### config.mk
export PLATFORM = sky130hd
export DESIGN_NAME = alu_pipe_div
export DESIGN_NICKNAME = d
export VERILOG_FILES = /design/src/rtl/alu_pipe_div.sv
export SDC_FILE = /design/constraint.sdc
export NUM_CORES = 1
export LEC_CHECK = 0
export ABC_AREA = 1
export BUFFER_PORTS_ARGS = -buffer_cell sky130_fd_sc_hd__buf_2
export CELL_PAD_IN_SITES_DETAIL_PLACEMENT = 2
export CELL_PAD_IN_SITES_GLOBAL_PLACEMENT = 2
export CORE_ASPECT_RATIO = 1.5
export CORE_UTILIZATION = 33
export DETAILED_ROUTE_END_ITERATION = 10
export GPL_TIMING_DRIVEN = 0
export PLACE_DENSITY = 0.76
export SYNTH_ARGS = -nofsm -noshare
export SYNTH_HDL_FRONTEND = slang
export SYNTH_SLANG_ARGS = --single-unit
### constraint.sdc
create_clock -name clk -period 3.22 [get_ports clk]
set_input_delay 0 -clock clk [delete_from_list [all_inputs] [get_ports clk]]
set_output_delay 0 -clock clk [all_outputs]
set_load 0.05 [all_outputs]
### src/rtl/alu_pipe_div.sv
// Clocked ALU: latency 1 for simple ops, WIDTH+1 for DIVU/REMU (restoring divider, one op in flight).
// Backpressure: result and flags are held until out_ready; in_ready is low while dividing or while a result is stalled.
module alu_pipe_div #(
    parameter int WIDTH = 16
) (
    input  logic             clk,
    input  logic             rst,
    input  logic             in_valid,
    output logic             in_ready,
    input  logic [WIDTH-1:0] a,
    input  logic [WIDTH-1:0] b,
    input  logic [WIDTH-1:0] imm,
    input  logic             imm_sel,
    input  logic [3:0]       opcode,
    output logic             out_valid,
    input  logic             out_ready,
    output logic [WIDTH-1:0] result,
    output logic             parity,
    output logic             zero,
    output logic             negative,
    output logic             carry,
    output logic             overflow,
    output logic             div_zero,
    output logic             invalid_op
);
    localparam int SHW = $clog2(WIDTH);

    typedef enum logic {S_IDLE = 1'b0, S_DIV = 1'b1} state_t;

    typedef enum logic [3:0] {
        OP_ADD  = 4'h0, OP_SUB  = 4'h1, OP_AND = 4'h2, OP_OR   = 4'h3,
        OP_XOR  = 4'h4, OP_SLL  = 4'h5, OP_SRL = 4'h6, OP_SRA  = 4'h7,
        OP_SLT  = 4'h8, OP_SLTU = 4'h9, OP_NOT = 4'hA, OP_MUL  = 4'hB,
        OP_DIVU = 4'hC, OP_REMU = 4'hD
    } op_e;

    typedef struct packed {
        logic parity;
        logic zero;
        logic negative;
        logic carry;
        logic overflow;
        logic div_zero;
        logic invalid_op;
    } flags_t;

    function automatic flags_t mk_flags(input logic [WIDTH-1:0] r, input logic c, input logic v,
                                        input logic dz, input logic inv);
        flags_t f;
        f.parity     = ^r;
        f.zero       = (r == '0);
        f.negative   = r[WIDTH-1];
        f.carry      = c;
        f.overflow   = v;
        f.div_zero   = dz;
        f.invalid_op = inv;
        return f;
    endfunction

    state_t           state_q, state_d;
    logic [SHW-1:0]   cnt_q, cnt_d;
    logic [WIDTH-1:0] rem_q, rem_d;
    logic [WIDTH-1:0] dq_q, dq_d;
    logic [WIDTH-1:0] dvs_q, dvs_d;
    logic             is_rem_q, is_rem_d;
    logic             out_valid_q, out_valid_d;
    logic [WIDTH-1:0] res_q, res_d;
    flags_t           flg_q, flg_d;

    logic [WIDTH-1:0]   opb;
    logic [SHW-1:0]     sh;
    logic [WIDTH:0]     sum, dif;
    logic [2*WIDTH-1:0] prod;
    logic [WIDTH-1:0]   alu_res;
    logic               alu_c, alu_v, alu_dz, alu_inv, is_div, accept;

    assign opb  = imm_sel ? imm : b;
    assign sh   = opb[SHW-1:0];
    assign sum  = {1'b0, a} + {1'b0, opb};
    assign dif  = {1'b0, a} - {1'b0, opb};
    assign prod = {{WIDTH{1'b0}}, a} * {{WIDTH{1'b0}}, opb};

    always_comb begin
        alu_res = '0;
        alu_c   = 1'b0;
        alu_v   = 1'b0;
        alu_dz  = 1'b0;
        alu_inv = 1'b0;
        case (opcode)
            OP_ADD: begin
                alu_res = sum[WIDTH-1:0];
                alu_c   = sum[WIDTH];
                alu_v   = (a[WIDTH-1] == opb[WIDTH-1]) && (sum[WIDTH-1] != a[WIDTH-1]);
            end
            OP_SUB: begin
                alu_res = dif[WIDTH-1:0];
                alu_c   = ~dif[WIDTH];
                alu_v   = (a[WIDTH-1] != opb[WIDTH-1]) && (dif[WIDTH-1] != a[WIDTH-1]);
            end
            OP_AND:  alu_res = a & opb;
            OP_OR:   alu_res = a | opb;
            OP_XOR:  alu_res = a ^ opb;
            OP_SLL:  alu_res = a << sh;
            OP_SRL:  alu_res = a >> sh;
            OP_SRA:  alu_res = $signed(a) >>> sh;
            OP_SLT:  alu_res = {{(WIDTH-1){1'b0}}, ($signed(a) < $signed(opb))};
            OP_SLTU: alu_res = {{(WIDTH-1){1'b0}}, (a < opb)};
            OP_NOT:  alu_res = ~a;
            OP_MUL: begin
                alu_res = prod[WIDTH-1:0];
                alu_v   = |prod[2*WIDTH-1:WIDTH];
            end
            // Only the divide-by-zero case resolves here; real divides go to the iterative path.
            OP_DIVU: begin
                alu_res = '1;
                alu_dz  = (opb == '0);
            end
            OP_REMU: begin
                alu_res = a;
                alu_dz  = (opb == '0);
            end
            default: alu_inv = 1'b1;
        endcase
    end

    assign is_div   = (opcode == OP_DIVU) || (opcode == OP_REMU);
    assign in_ready = (state_q == S_IDLE) && (!out_valid_q || out_ready);
    assign accept   = in_valid && in_ready;

    // Restoring step: shift next dividend bit into the partial remainder, subtract if it fits.
    logic [WIDTH:0]   trial, tdiff;
    logic             qbit;
    logic [WIDTH-1:0] rem_n, dq_n, div_res;

    assign trial   = {rem_q, dq_q[WIDTH-1]};
    assign tdiff   = trial - {1'b0, dvs_q};
    assign qbit    = ~tdiff[WIDTH];
    assign rem_n   = qbit ? tdiff[WIDTH-1:0] : trial[WIDTH-1:0];
    assign dq_n    = {dq_q[WIDTH-2:0], qbit};
    assign div_res = is_rem_q ? rem_n : dq_n;

    always_comb begin
        state_d     = state_q;
        cnt_d       = cnt_q;
        rem_d       = rem_q;
        dq_d        = dq_q;
        dvs_d       = dvs_q;
        is_rem_d    = is_rem_q;
        out_valid_d = out_valid_q;
        res_d       = res_q;
        flg_d       = flg_q;
        if (out_valid_q && out_ready) begin
            out_valid_d = 1'b0;
        end
        case (state_q)
            S_IDLE: begin
                if (accept) begin
                    if (is_div && (opb != '0)) begin
                        state_d  = S_DIV;
                        cnt_d    = '0;
                        rem_d    = '0;
                        dq_d     = a;
                        dvs_d    = opb;
                        is_rem_d = (opcode == OP_REMU);
                    end else begin
                        res_d       = alu_res;
                        flg_d       = mk_flags(alu_res, alu_c, alu_v, alu_dz, alu_inv);
                        out_valid_d = 1'b1;
                    end
                end
            end
            S_DIV: begin
                rem_d = rem_n;
                dq_d  = dq_n;
                cnt_d = cnt_q + SHW'(1);
                if (cnt_q == SHW'(WIDTH-1)) begin
                    state_d     = S_IDLE;
                    res_d       = div_res;
                    flg_d       = mk_flags(div_res, 1'b0, 1'b0, 1'b0, 1'b0);
                    out_valid_d = 1'b1;
                end
            end
            default: state_d = S_IDLE;
        endcase
    end

    always_ff @(posedge clk or posedge rst) begin
        if (rst) begin
            state_q     <= S_IDLE;
            cnt_q       <= '0;
            rem_q       <= '0;
            dq_q        <= '0;
            dvs_q       <= '0;
            is_rem_q    <= 1'b0;
            out_valid_q <= 1'b0;
            res_q       <= '0;
            flg_q       <= '0;
        end else begin
            state_q     <= state_d;
            cnt_q       <= cnt_d;
            rem_q       <= rem_d;
            dq_q        <= dq_d;
            dvs_q       <= dvs_d;
            is_rem_q    <= is_rem_d;
            out_valid_q <= out_valid_d;
            res_q       <= res_d;
            flg_q       <= flg_d;
        end
    end

    assign out_valid = out_valid_q;
    assign result    = res_q;
    assign {parity, zero, negative, carry, overflow, div_zero, invalid_op} = flg_q;

endmodule

==> flow_metrics.env <==
export IMPL_status="finished with violations"
export IMPL_violations="setup timing"
export IMPL_clk_pin_slew_worst_paths_ns=0.06
export IMPL_num_io_pins=82
export IMPL_arrival_ns=6.81
export IMPL_finalWeightedCongestion=0.9965
export IMPL_coreArea_mm2=0.05478
export IMPL_die_x_um=194.4
export IMPL_drc_errors=0
export IMPL_grt_pass1_wl_um=152600
export IMPL_fin_crit_sh_pct=203.9
export IMPL_synth_cells=2766
export IMPL_viasPerCell=5.570
export IMPL_rr_endpoint="parity"
export IMPL_cts_tree="yes"
export IMPL_whs_ns=0.04347
export IMPL_criticalPathCategory="input pin to register"
export IMPL_worst_path_max_delay_cell="fa_1"
export IMPL_layout_drive_gt1_share_pct=18.37
export IMPL_crit_end="parity"
export IMPL_grt_pass1_vias=23440
export IMPL_yosysWarnings=0
export IMPL_antenna_found_initial=2
export IMPL_end_kind="register"
export IMPL_rows=105
export IMPL_yosysTopAreaCell="fa_1"
export IMPL_die_h_um=290.5
export IMPL_hold_viol_final=0
export IMPL_areaGrowthSynthToFinish_pct=23.94
export IMPL_grt_ovfl_total=0
export IMPL_grt_max_degree=69
export IMPL_cap_violations=0
export IMPL_cts_root_buf="clkbuf_16"
export IMPL_routed_wl_um=105400
export IMPL_firstDrtPassIters=5
export IMPL_diodes=0
export IMPL_hold_path_class="input pin to register"
export IMPL_yosys_top_cells_count="nand2_1, inv_1, nor2_1"
export IMPL_worst_slack_ns=-3.346
export IMPL_synth_ff_type="dfrtp_1"
export IMPL_rr_worst_depth=21
export IMPL_critPathTopFamily="adder cells"
export IMPL_ys_top_cells_by_area="fa_1, nand2_1, ha_1"
export IMPL_cts_buffer_depth=2
export IMPL_h_tree_depth=3
export IMPL_min_period_ns=6.566
export IMPL_dieArea_mm2=0.05647
export IMPL_fin_area_mm2=0.02270
export IMPL_worstMarginPinSlew_ns=1.107
export IMPL_use_met3_pct=5.385
export IMPL_crit_path_max_fanout=5
export IMPL_crit_path_start_kind="input pin"
export IMPL_finalSetupTns_ns=-36.34
export IMPL_critPathRequiredTime_ns=3.46
export IMPL_post_place_ws_ns=-5.285
export IMPL_syn_area_per_cell_um2=6.621
export IMPL_vias=20390
export IMPL_cts_inserted_buffers=9
export IMPL_finalMaxSlewViolations=0
export IMPL_crit_reg2reg_launch="dq_q[15]"
export IMPL_detail_route_antenna_nets=0
export IMPL_final_nets=3401
export IMPL_hold_path_cell_count=3
export IMPL_path_depth=34
export IMPL_detail_route_wl_per_cell_um=28.79
export IMPL_initialDrtViolationCount=755
export IMPL_start_util_pct=33.43
export IMPL_dpl_hpwl_um=83740
export IMPL_ys_ff_latch=77
export IMPL_port_buffers=80
export IMPL_max_clock_freq_mhz=152.3
export IMPL_crit_buf_inv=11
export IMPL_ys_types=52
export IMPL_fin_skew_ns=0.01174
export IMPL_setup_viol=19
export IMPL_grt_use_total_pct=37.09
export IMPL_mappedNetlistArea_mm2=0.01832
export IMPL_yosysMostFrequentCell="nand2_1"
export IMPL_crit_path_max_incr_delay_ns=0.55
export IMPL_synth_edff_count=0
export IMPL_startpoint="imm_sel"
export IMPL_syn_nets=3206
export IMPL_r2r_slack_ns=-1.21
export IMPL_clk_latency_ns=0.37
export IMPL_async_reset_ff_share_pct=100.0
export IMPL_grtUsageMet1_pct=35.05
export IMPL_placed_area_mm2=0.01996
export IMPL_synth_top_area_share_pct=21.53
export IMPL_cts_sinks=77
export IMPL_maxSlewHeadroom_pct=25.94
export IMPL_grt_busiest_layer="met2"
export IMPL_grtUsageMet2_pct=69.57
export IMPL_seq_area_frac_synth_pct=10.52
export IMPL_rsz0062_at_grt="true"
final cells by class:
| cell class | instances | area (um2) |
|---|---|---|
| clock inverters | 7 | 63.81 |
| repair buffers | 188 | 1451 |
| flip-flops and latches | 77 | 1927 |
| well taps | 695 | 869.6 |
| plain buffers | 91 | 661.9 |
| multi-input cells | 2090 | 15480 |
| fillers | 6513 | 32080 |
| clock buffers | 9 | 225.2 |
| inverters | 504 | 2018 |
per-layer routing:
layer / share of wire (%) / vias to the layer above
met5: 0.0085 / -
met4: 9.8 / 2
met3: 3.7 / 400
met2: 53 / 590
met1: 33 / 10400
li1: - / 9005
cell families after synthesis:
| group | count (synthesis) | share of synthesized area (%) |
|---|---|---|
| AND/OR/NAND/NOR | 1322 | 30.00 |
| AO/OA/AOI/OAI | 352 | 11.04 |
| XOR/XNOR | 33 | 1.578 |
| buffers and inverters | 599 | 12.62 |
| flip-flops | 77 | 10.52 |
| adder cells (fa/ha/maj) | 383 | 34.24 |
placed cells by master, fill, tap and decap left out, types with 18 or more instances in the layout:
master	count
a21oi_1	69
inv_2	24
xnor2_1	19
fa_1	187
buf_2	91
ha_1	148
inv_1	449
nor2_1	230
o21ai_1	29
nor2_2	18
nand3_1	137
buf_4	76
ha_4	27
clkbuf_1	37
buf_6	24
nand4_1	31
nand2_4	22
dfrtp_1	77
o21ai_0	130
nand2_2	44
nand2_1	716
through the flow:
| stage | util, % | std cells |
|---|---|---|
| 4_1_cts | 40.33 | 3625 |
| 3_5_place_dp | 36.44 | 3542 |
| 2_1_floorplan | - | 2766 |
| 5_1_grt | 41.43 | 3661 |
| 6_report | 41.43 | 3661 |
| 3_3_place_gp | 36.39 | 3541 |
worst min-delay path, delay by kind of cell:
family,cells,cell delay [ns]
AO/OA/AOI/OAI,1,0.10
buffers and inverters,1,0.13
AND/OR/NAND/NOR,1,0.12
state kept, by name, summed over array words and instances, names as in the netlist, 4 cells and up:
name    count
rem_q      16
dvs_q      16
dq_q       16
cnt_q       4
result     16
worst min-delay path by stage:
stage / from / to / slack (ns)
3_3_place_gp: out_ready / out_valid / 0.20
3_5_place_dp: rst / result[3] / -0.09
6_report: opcode[3] / invalid_op / 0.04
4_1_cts: opcode[3] / invalid_op / 0.02
5_1_grt: opcode[3] / invalid_op / 0.06
2_1_floorplan: out_ready / out_valid / 0.1
what timing repair did:
action / CTS / global route
endpoints found under the setup margin: 22 / 20
gates cloned: 4 / 0
gates resized for setup: 328 / 93
pin swaps: 114 / 81
hold buffers: 3 / 0
buffers inserted: 62 / 40
hold endpoints to repair: 79 / 0
Power is left out: the tool's default activity adds up to more than one toggle a clock period on the data nets, which glitch-free logic cannot reach.
